## config.mk

```make
export PLATFORM = sky130hd
export DESIGN_NAME = pipe_stage_reg
export DESIGN_NICKNAME = d
export VERILOG_FILES = /design/src/rtl/pipe_pkg.sv /design/src/rtl/pipe_slot.sv /design/src/rtl/pipe_stage_reg.sv
export SDC_FILE = /design/constraint.sdc
export NUM_CORES = 1
export LEC_CHECK = 0
export CORE_AREA = 2 2 210 212
export CTS_CLUSTER_DIAMETER = 40
export CTS_CLUSTER_SIZE = 12
export DETAILED_ROUTE_END_ITERATION = 10
export DIE_AREA = 0 0 212 214
export SLEW_MARGIN = 20
export SYNTH_ARGS = -nofsm -noshare
export SYNTH_HDL_FRONTEND = slang
export SYNTH_SLANG_ARGS = --single-unit
```

## constraint.sdc

```tcl
create_clock -name clk -period 12.7 [get_ports clk]
set_input_delay 1.905 -clock clk [delete_from_list [all_inputs] [get_ports clk]]
set_output_delay 1.905 -clock clk [all_outputs]
set_load 0.03 [all_outputs]
```

## src/rtl/pipe_pkg.sv

```systemverilog
// Shared constants for the inter-stage pipeline register.
//   SKID_NONE / SKID_ONE : legal values of the SKID parameter
//   OCC_W                : width of the occupancy count (0..2 entries)
package pipe_pkg;

  localparam int unsigned SKID_NONE = 0;
  localparam int unsigned SKID_ONE  = 1;
  localparam int unsigned OCC_W     = 2;

endpackage : pipe_pkg

```

## src/rtl/pipe_slot.sv

```systemverilog
// One pipeline entry: valid bit, control field and data field.
// Ports:
//   clk, rst           : clock, asynchronous active-high reset
//   load               : capture ld_ctrl/ld_data and set valid (wins over clear)
//   clear              : drop valid and zero ctrl; data is kept
//   ld_ctrl, ld_data   : payload to capture on load
//   valid, ctrl, data  : registered entry contents
module pipe_slot #(
  parameter int unsigned CTRL_W = 8,
  parameter int unsigned DATA_W = 256
) (
  input  logic              clk,
  input  logic              rst,
  input  logic              load,
  input  logic              clear,
  input  logic [CTRL_W-1:0] ld_ctrl,
  input  logic [DATA_W-1:0] ld_data,
  output logic              valid,
  output logic [CTRL_W-1:0] ctrl,
  output logic [DATA_W-1:0] data
);

  always_ff @(posedge clk or posedge rst) begin
    if (rst) begin
      valid <= 1'b0;
      ctrl  <= '0;
      data  <= '0;
    end else if (load) begin
      valid <= 1'b1;
      ctrl  <= ld_ctrl;
      data  <= ld_data;
    end else if (clear) begin
      // Bubbles never carry side effects, but the data field stays put.
      valid <= 1'b0;
      ctrl  <= '0;
    end
  end

endmodule : pipe_slot

```

## src/rtl/pipe_stage_reg.sv

```systemverilog
// Generic inter-stage pipeline register with valid/ready handshake,
// freeze (hold), synchronous flush and optional skid entry.
// Ports:
//   clk, rst               : clock, asynchronous active-high reset
//   flush                  : kill all held entries next cycle
//   hold                   : freeze every register, block both handshakes
//   in_valid/in_ready      : upstream handshake; in_ctrl/in_data payload
//   out_valid/out_ready    : downstream handshake; out_ctrl/out_data payload
//   out_fire               : beat retired this cycle (valid & ready & ~hold)
//   occupancy              : registered count of valid entries
module pipe_stage_reg
  import pipe_pkg::*;
#(
  parameter int unsigned CTRL_W = 8,
  parameter int unsigned DATA_W = 256,
  parameter int unsigned SKID   = SKID_NONE
) (
  input  logic              clk,
  input  logic              rst,
  input  logic              flush,
  input  logic              hold,
  input  logic              in_valid,
  output logic              in_ready,
  input  logic [CTRL_W-1:0] in_ctrl,
  input  logic [DATA_W-1:0] in_data,
  output logic              out_valid,
  input  logic              out_ready,
  output logic              out_fire,
  output logic [CTRL_W-1:0] out_ctrl,
  output logic [DATA_W-1:0] out_data,
  output logic [OCC_W-1:0]  occupancy
);

  logic              in_fire;
  logic              main_valid;
  logic              main_load;
  logic              main_clear;
  logic [CTRL_W-1:0] main_ld_ctrl;
  logic [DATA_W-1:0] main_ld_data;
  logic              main_v_next;
  logic              skid_valid;
  logic              skid_v_next;
  logic [OCC_W-1:0]  occ_q;

  assign in_fire   = in_valid & in_ready;
  assign out_fire  = main_valid & out_ready & ~hold;
  assign out_valid = main_valid;
  assign occupancy = occ_q;

  pipe_slot #(
    .CTRL_W (CTRL_W),
    .DATA_W (DATA_W)
  ) u_main (
    .clk     (clk),
    .rst     (rst),
    .load    (main_load),
    .clear   (main_clear),
    .ld_ctrl (main_ld_ctrl),
    .ld_data (main_ld_data),
    .valid   (main_valid),
    .ctrl    (out_ctrl),
    .data    (out_data)
  );

  generate
    if (SKID == SKID_NONE) begin : g_single
      assign in_ready     = ~rst & ~hold & ~flush & (~main_valid | out_ready);
      assign main_load    = in_fire;
      assign main_clear   = flush | (out_fire & ~in_fire);
      assign main_ld_ctrl = in_ctrl;
      assign main_ld_data = in_data;
      assign skid_valid   = 1'b0;
      assign skid_v_next  = 1'b0;
    end else begin : g_skid
      logic              skid_load;
      logic              skid_clear;
      logic [CTRL_W-1:0] skid_ctrl;
      logic [DATA_W-1:0] skid_data;

      // Ready depends only on registered skid state plus hold/flush, so the
      // downstream ready never propagates combinationally to upstream.
      assign in_ready = ~rst & ~skid_valid & ~hold & ~flush;

      // Main refills either from the skid entry (when it holds the older
      // beat) or straight from the input. in_fire and a valid skid are
      // mutually exclusive, so skid_valid alone selects the source.
      // out_fire may still be high during flush; flush must win.
      assign main_load    = ~flush &
                            ((in_fire & (~main_valid | out_fire)) |
                             (out_fire & skid_valid));
      assign main_clear   = flush | (out_fire & ~skid_valid & ~in_fire);
      assign main_ld_ctrl = skid_valid ? skid_ctrl : in_ctrl;
      assign main_ld_data = skid_valid ? skid_data : in_data;

      assign skid_load    = in_fire & main_valid & ~out_fire;
      assign skid_clear   = flush | (out_fire & skid_valid);
      assign skid_v_next  = skid_load | (skid_valid & ~skid_clear);

      pipe_slot #(
        .CTRL_W (CTRL_W),
        .DATA_W (DATA_W)
      ) u_skid (
        .clk     (clk),
        .rst     (rst),
        .load    (skid_load),
        .clear   (skid_clear),
        .ld_ctrl (in_ctrl),
        .ld_data (in_data),
        .valid   (skid_valid),
        .ctrl    (skid_ctrl),
        .data    (skid_data)
      );
    end
  endgenerate

  assign main_v_next = main_load | (main_valid & ~main_clear);

  always_ff @(posedge clk or posedge rst) begin
    if (rst) begin
      occ_q <= '0;
    end else begin
      occ_q <= OCC_W'(main_v_next) + OCC_W'(skid_v_next);
    end
  end

endmodule : pipe_stage_reg

```

# == After elaboration in Yosys (flattened, before gate mapping) ==
# Cells that the tools add are included.
# word_totals
ff_bits,266
input_bits,270
out_inout_bits,269
elab_cells,26
# classes
mux,4
n_bitwise,17
n_reduce_logical,1
# ops
op,count
$mux 8,2
$and 1x1->1,8
$not 1->1,6
$or 1x1->1,3
$mux 1,2
$reduce_bool 2->1,1

# == Depth between registers and ports, before layout ==
# Gate-level depths: netlist of run 1.
# logic_depth
ltp_word,11
depth_mapped,5
depth_no_buf,3

# == By module ==
# Synthesis of run 1 repeated with hierarchy kept, for this count alone.
# unflattened
cells_unflattened,587
area_unflattened_um2,10712.8
# modules_own_cells
mod,n_inst,cells_each,area_per_inst_um2,seq_area_each_um2
pipe_slot,1,573,10597.7,6631.4
pipe_stage_reg,1,14,115.1,25.0

# == Least setup slack after synthesis of run 1 ==
# OpenSTA, ideal clock, no wires.
# synth_path
path_kind,input-to-output
startpoint,input hold
endpoint,output in_ready
arrival_time_ns,2.903
t_required_ns,10.795
slack_ns,7.892
path_stages,1
n_path_buf,0
path_cell_list,nor4_1
# synth_between
elab_chain_cells,4
# synth_rtl
item,line,rtl
from (decl),pipe_stage_reg.sv:21,"input logic hold,"
$not 1->1,pipe_stage_reg.sv:67,assign in_ready = ~rst & ~hold & ~flush & (~main_valid | out_ready);
$and 1x1->1 (3 in a row),pipe_stage_reg.sv:67,
to (decl),pipe_stage_reg.sv:23,"output logic in_ready,"
# Every way passes these cells.

# == Final worst setup path of run 1 ==
# layout_path
startpoint,input rst
endpoint,output in_ready
# layout_between
elab_chain_cells,4
# layout_rtl
item,line,rtl
from (decl),pipe_stage_reg.sv:19,"input logic rst,"
$not 1->1,pipe_stage_reg.sv:67,
$and 1x1->1 (3 in a row),pipe_stage_reg.sv:67,
# Every way passes these cells.

==> results of run 1 <==
-- cells in the mapped netlist (2+ instances only) --
cell	count	share of area (%)
or2_1	2	0.13
buf_4	11	0.84
dfrtp_1	266	67
buf_2	19	0.96
a22o_1	8	0.71
mux2_1	256	29
-- cells by family after synthesis --
logic type             count (synthesis)
DFF                                  266
AOI/OAI and AO/OA                      8
buffers and inverters                 31
and+or+nand+nor                       10
other                                  1
muxes                                256
-- stage by stage --
stage | total power (W) | area [um^2] | instances
global placement | 0.002212 | 15860 | 1670
CTS | 0.003455 | 17350 | 1746
finish | 0.003404 | 17360 | 1746
floorplan | 0.001667 | 9877 | 572
global route | 0.003552 | 17360 | 1746
detailed placement | 0.002227 | 15860 | 1670
-- sequential cells by signal, indices dropped and copies added, names as in the netlist --
register	flops
occupancy	1
u_main.ctrl	8
u_main.data	256
u_main.valid	1
-- routing by layer --
metal / vias up / GRT usage (%) / part of all wire [%]
met4: 0 / 4.695 / 2.6
met3: 61 / 5.131 / 9.2
met5: - / 0 / 0
met2: 317 / 23.75 / 51
li1: 3149 / - / -
met1: 3468 / 14.63 / 37
-- final cells by class --
cell class	count	area, um^2	area share, %
Multi-Input combinational cell	275	3039	17.51
Inverter	1	11.26	0.06487
Tap cell	585	732.0	4.217
Timing Repair Buffer	543	5424	31.25
Clock inverter	21	282.8	1.629
Sequential cell	266	6656	38.35
Clock buffer	55	1212	6.985
-- how the worst min path moves through the flow --
stage,to
after global routing,u_main.data[108]
after floorplan,u_main.ctrl[0]
after CTS,u_main.data[130]
after global placement,u_main.data[118]
after detailed placement,u_main.data[242]
final,u_main.data[69]
-- power by group through the flow --
stage	sequential, W	combinational [W]	clock, W
after global routing	0.00116	0.00112	0.00128
after CTS	0.00114	0.00108	0.00124
after floorplan	0.00152	0.000148	0
after detailed placement	0.00115	0.00108	0
final	0.00113	0.00107	0.00120
after global placement	0.00114	0.00107	0
-- worst max-delay path, stage by stage --
cell	delay [ns]
clkdlybuf4s50_1	0.58
nor4_1	0.31
clkdlybuf4s50_1	0.72
==> impl_metrics.csv, run 1 <==
group,metric,value,unit
layout,fin_util,40.47,%
setup_path,arrival,3.51,ns
routing,vias,6995,
layout,nets,1400,
power_and_ir_drop,power_density,196.1,nW/um^2
logic_synthesis,synthAdderAreaFrac,0,%
clocking,clk_path_buf_depth,3,
global_route,grt_use_total,13.46,%
sta,setup_ws,7.280,ns
logic_synthesis,synth_nets,842,
sta,report.final.slew_viol_count,0,
sta,hold_violations,0,
sta,hold_slack,0.4810,ns
clocking,cts_made_buffers,43,
power_and_ir_drop,p_int,0.002302,W
floorplanning,die_h,214,um
logic_synthesis,synth-simple-area-share,0.8361,%
global_route,antenna_found_initial,0,
logic_synthesis,ys_warn_count,0,
clocking,cts.htree.levels,2,
power_and_ir_drop,leakage,7.216,nW
routing,via_per_inst,4.006,
clocking,root_buffer,"clkbuf_16",
place,io_buffers,537,
layout,drive_above_1_share,6.891,%
clocking,clk-insertion-delay-late,0.54,ns
layout,final.fill_count,4048,
power_and_ir_drop,comb_power_share,31.4,%
setup_path,crit_fanout,4,
routing,postRouteAntennaNets,0,
setup_path,reg2reg_slack,9.04,ns
floorplanning,ios,539,
sta,finClkSkew,0.009951,ns
logic_synthesis,synth_top_family_by_area,"multiplexers",
logic_synthesis,synthXorXnorAreaFrac,0,%
logic_synthesis,ys.flop_type,"dfrtp_1",
logic_synthesis,yosysSeqAreaShare,67.39,%
clocking,cts.sinks,266,
global_route,grt_remaining_overflow,0,
routing,drt_iter0_drc,233,
setup_path,cp-startpoint,"rst",
logic_synthesis,syn_inst,572,
floorplanning,fp.coreArea,42890,um^2
logic_synthesis,yosys.cell_types.count,16,
clocking,cts_tree,"done",
status,status,"finished clean",
clocking,ctsResizeCount,0,
sta,rsz0062_at_grt,"false",
clocking,cts_hold_buf,0,
floorplanning,dieArea,45370,um^2
setup_path,crit_end,"in_ready",
layout,mostFrequentLayoutCells,"537 x clkdlybuf4s50_1, 266 x dfrtp_1, 256 x mux2_1, 44 x clkbuf_16, 8 x a22o_1",
routing,dr.pass1.iters,4,
setup_path,r2r_cells,5,
place,preCtsSetupSlack,7.008,ns
clocking,cts_setup_buffers,0,
routing,post_drt_wl_per_cell,17.72,um
layout,layout_commonest_cell,"clkdlybuf4s50_1",
sta,worst_pin_slew,1.001,ns
power_and_ir_drop,switching_share,32.37,%
place,place_congestion,0.7874,
logic_synthesis,synth_compound_area_share,0.7094,%
min_path,min_path_cells,1,
floorplanning,die_x,212,um
run,cap_viol_max_count,0,
power_and_ir_drop,clkPwrFrac,35.3,%
power_and_ir_drop,p_switching,0.001102,W
global_route,grt_pass1_vias,7826,
power_and_ir_drop,seqPwrFrac,33.3,%
setup_path,worstSetupPathType,"in2out",
place,dpl.hpwl,22.69,mm
setup_path,required,10.80,ns
global_route,grt_start_max_net_pins,128,
sta,setup_viol,0,
logic_synthesis,synth-edff-count,0,
logic_synthesis,netlist_area,9877,um^2
sta,tns,0,ns
layout,n_antenna_cell,0,
power_and_ir_drop,ir_worst_vdd,0.1178,mV
routing,drt-total-wl,30.94,mm
setup_path,cp-end-kind,"primary output",
layout,area_growth,75.74,%
min_path,hp-class,"reg2reg",
setup_path,critPathLaunchType,"primary input",
floorplanning,core.rowCount,76,
logic_synthesis,synth.ff_latch_count,266,
sta,period_share,42.67,%
sta,max-slew-margin-rel,33.27,%
routing,drc_errors,0,
logic_synthesis,synthMuxAreaShare,29.19,%
logic_synthesis,syn_avg_cell_area,17.27,um^2
setup_path,regToRegStartpoint,"u_main.valid",
sta,fin_crit,5.420,ns
clocking,clkTransAtPathRegs,0.05,ns
floorplanning,start_util,23.03,%
logic_synthesis,async_flop_share,100.0,%
setup_path,rr_endpoint,"u_main.data[25]",
sta,clock.fmax,184.5,MHz
min_path,min_from,"u_main.data[69]",
global_route,grt_pass1_wl,46.77,mm
Power figures use the tool's default switching activity.
==> run 2, diff against run 1 <==
- clock period: 12.7 -> 4.4 ns (I/O delays scaled with it)
==> run 2 against run 1 <==
Against the previous run:
- critical path depth did not move
- clock skew fell by 0.0019 ns
- final cell count rose by 0.80%
- count of clock-buffer cells in the layout rose by 4
- largest cell class unchanged
- highest routed layer unchanged
==> impl_metrics.csv, run 2 (synthesized netlist as in run 1, its figures left out) <==
group,metric,value,unit
clocking,clk_path_buf_depth,3,
clocking,cts.htree.levels,2,
power_and_ir_drop,p_int,0.006820,W
clocking,clk-insertion-delay-late,0.54,ns
global_route,grt_remaining_overflow,0,
routing,post_drt_wl_per_cell,16.98,um
setup_path,crit_fanout,4,
clocking,cts.sinks,266,
sta,hold_violations,0,
routing,wl_met1,11.13,mm
routing,drc_errors,0,
power_and_ir_drop,p_switching,0.003175,W
global_route,grt_pass1_vias,7768,
clocking,cts_setup_buffers,0,
layout,largestRegisters,"u_main.data (256), u_main.ctrl (8)",
global_route,grt_start_max_net_pins,144,
sta,finClkSkew,0.008073,ns
sta,max-slew-margin-rel,39.79,%
sta,tns,0,ns
setup_path,slowest_stage,"clkdlybuf4s50_1",
layout,layout_commonest_cell,"clkdlybuf4s50_1",
power_and_ir_drop,comb_power_share,30.8,%
sta,report.final.slew_viol_count,0,
setup_path,critPathLaunchType,"primary input",
power_and_ir_drop,power_density,569.3,nW/um^2
routing,highest_layer,"met4",
sta,rsz0062_at_grt,"false",
sta,setup_viol,0,
setup_path,crit_chain,"clkdlybuf4s50_1 -> nor4_1 -> clkdlybuf4s50_1",
layout,drive_above_1_share,7.922,%
routing,drt_iter0_drc,270,
sta,fin_crit,2.848,ns
clocking,cts_tree,"done",
global_route,antenna_found_initial,1,
setup_path,cpMostUsedCell,"clkdlybuf4s50_1",
layout,multiInputGateArea,3039,um^2
setup_path,required,3.74,ns
layout,fin_cells,1760,
clocking,root_buffer,"clkbuf_16",
floorplanning,die_h,214,um
layout,largest_register_ffs,256,
setup_path,cp-end-kind,"primary output",
global_route,grt_use_total,13.08,%
layout,fin_util,40.94,%
layout,final.fill_count,4033,
floorplanning,fp.coreArea,42890,um^2
routing,routed-wl-met2,15.52,mm
power_and_ir_drop,clkPwrFrac,36.6,%
clocking,clkTransAtPathRegs,0.05,ns
power_and_ir_drop,switching_share,31.76,%
sta,clock.fmax,351.1,MHz
status,status,"finished clean",
layout,regMostFlops,"u_main.data",
power_and_ir_drop,leakage,7.293,nW
routing,vias,7060,
place,place_congestion,0.7576,
place,placed_cells,1674,
place,io_buffers,537,
place,dpl.hpwl,22.12,mm
floorplanning,start_util,23.03,%
setup_path,arrival,2.19,ns
clocking,cts_made_buffers,46,
routing,via_per_inst,4.011,
floorplanning,dieArea,45370,um^2
routing,wl_met3,2.487,mm
clocking,ctsResizeCount,0,
sta,period_share,64.74,%
sta,worst_pin_slew,0.8963,ns
min_path,hp-class,"reg2reg",
routing,dr.pass1.iters,4,
power_and_ir_drop,seqPwrFrac,32.6,%
floorplanning,ios,539,
run,cap_viol_max_count,0,
layout,area_growth,77.74,%
layout,nets,1407,
power_and_ir_drop,ir_worst_vdd,0.3053,mV
clocking,cts_hold_buf,0,
setup_path,worstSetupPathType,"in2out",
floorplanning,core.rowCount,76,
routing,drt-total-wl,29.88,mm
layout,mostFrequentLayoutCells,"537 x clkdlybuf4s50_1, 266 x dfrtp_1, 256 x mux2_1, 49 x clkbuf_16, 9 x clkinv_2",
floorplanning,die_x,212,um
routing,postRouteAntennaNets,0,
layout,regArea,6656,um^2
global_route,grt_pass1_wl,45.75,mm
setup_path,worst_path_largest_cell_delay,0.72,ns
-- run 2: worst max-delay path, delay by kind of cell --
| kind | cells | cell delay (ns) |
|---|---|---|
| buffers and inverters | 2 | 1.25 |
| and+or+nand+nor | 1 | 0.27 |
-- run 2: cell type report --
class / instances / area share, %
clock inverter: 26 / 1.675
sequential: 266 / 37.92
clock buffer: 59 / 7.540
inverter: 1 / 0.04276
timing repair buffer: 547 / 31.33
antenna: 1 / 0.01425
multi-input combinational: 275 / 17.31
tap: 585 / 4.169
-- run 2: worst paths after layout --
kind | from | to | slack, ns | depth (start not counted)
max | rst | in_ready | 1.55 | 3
min | u_main.data[174] | u_main.data[174] | 0.48 | 1
max reg2reg | u_main.valid | u_main.data[223] | 2.12 | 4
min reg2reg | u_main.data[174] | u_main.data[174] | 0.48 | 1
max in group asynchronous | rst | u_main.data[25] | 2.78 | 3
min in group asynchronous | rst | u_main.data[251] | 0.77 | 2
-- run 2: per-stage QoR --
step	hold WS, ns	cell area (um^2)	total power (W)	setup slack (ns)
2_1_floorplan	0.6876	9881	0.004813	0.2285
3_3_place_gp	0.4657	15940	0.006364	1.454
3_5_place_dp	0.4737	15940	0.006411	1.490
4_1_cts	0.4843	17550	0.01016	1.533
5_1_grt	0.4888	17560	0.01044	1.444
6_report	0.4788	17560	0.009995	1.552
-- run 2: per-layer routing --
metal / up-vias / GRT usage (%)
li1: 3166 / -
met1: 3546 / 13.94
met2: 298 / 23.40
met3: 50 / 4.867
met4: 0 / 4.742
met5: - / 0
-- run 2: power by group through the flow --
stage | clock, W | combinational, W | sequential, W
detailed placement | 0 | 0.00311 | 0.00330
finish | 0.00366 | 0.00308 | 0.00326
CTS | 0.00377 | 0.00313 | 0.00326
global route | 0.00389 | 0.00322 | 0.00333
global placement | 0 | 0.00309 | 0.00327
floorplan | 0 | 0.000427 | 0.00439
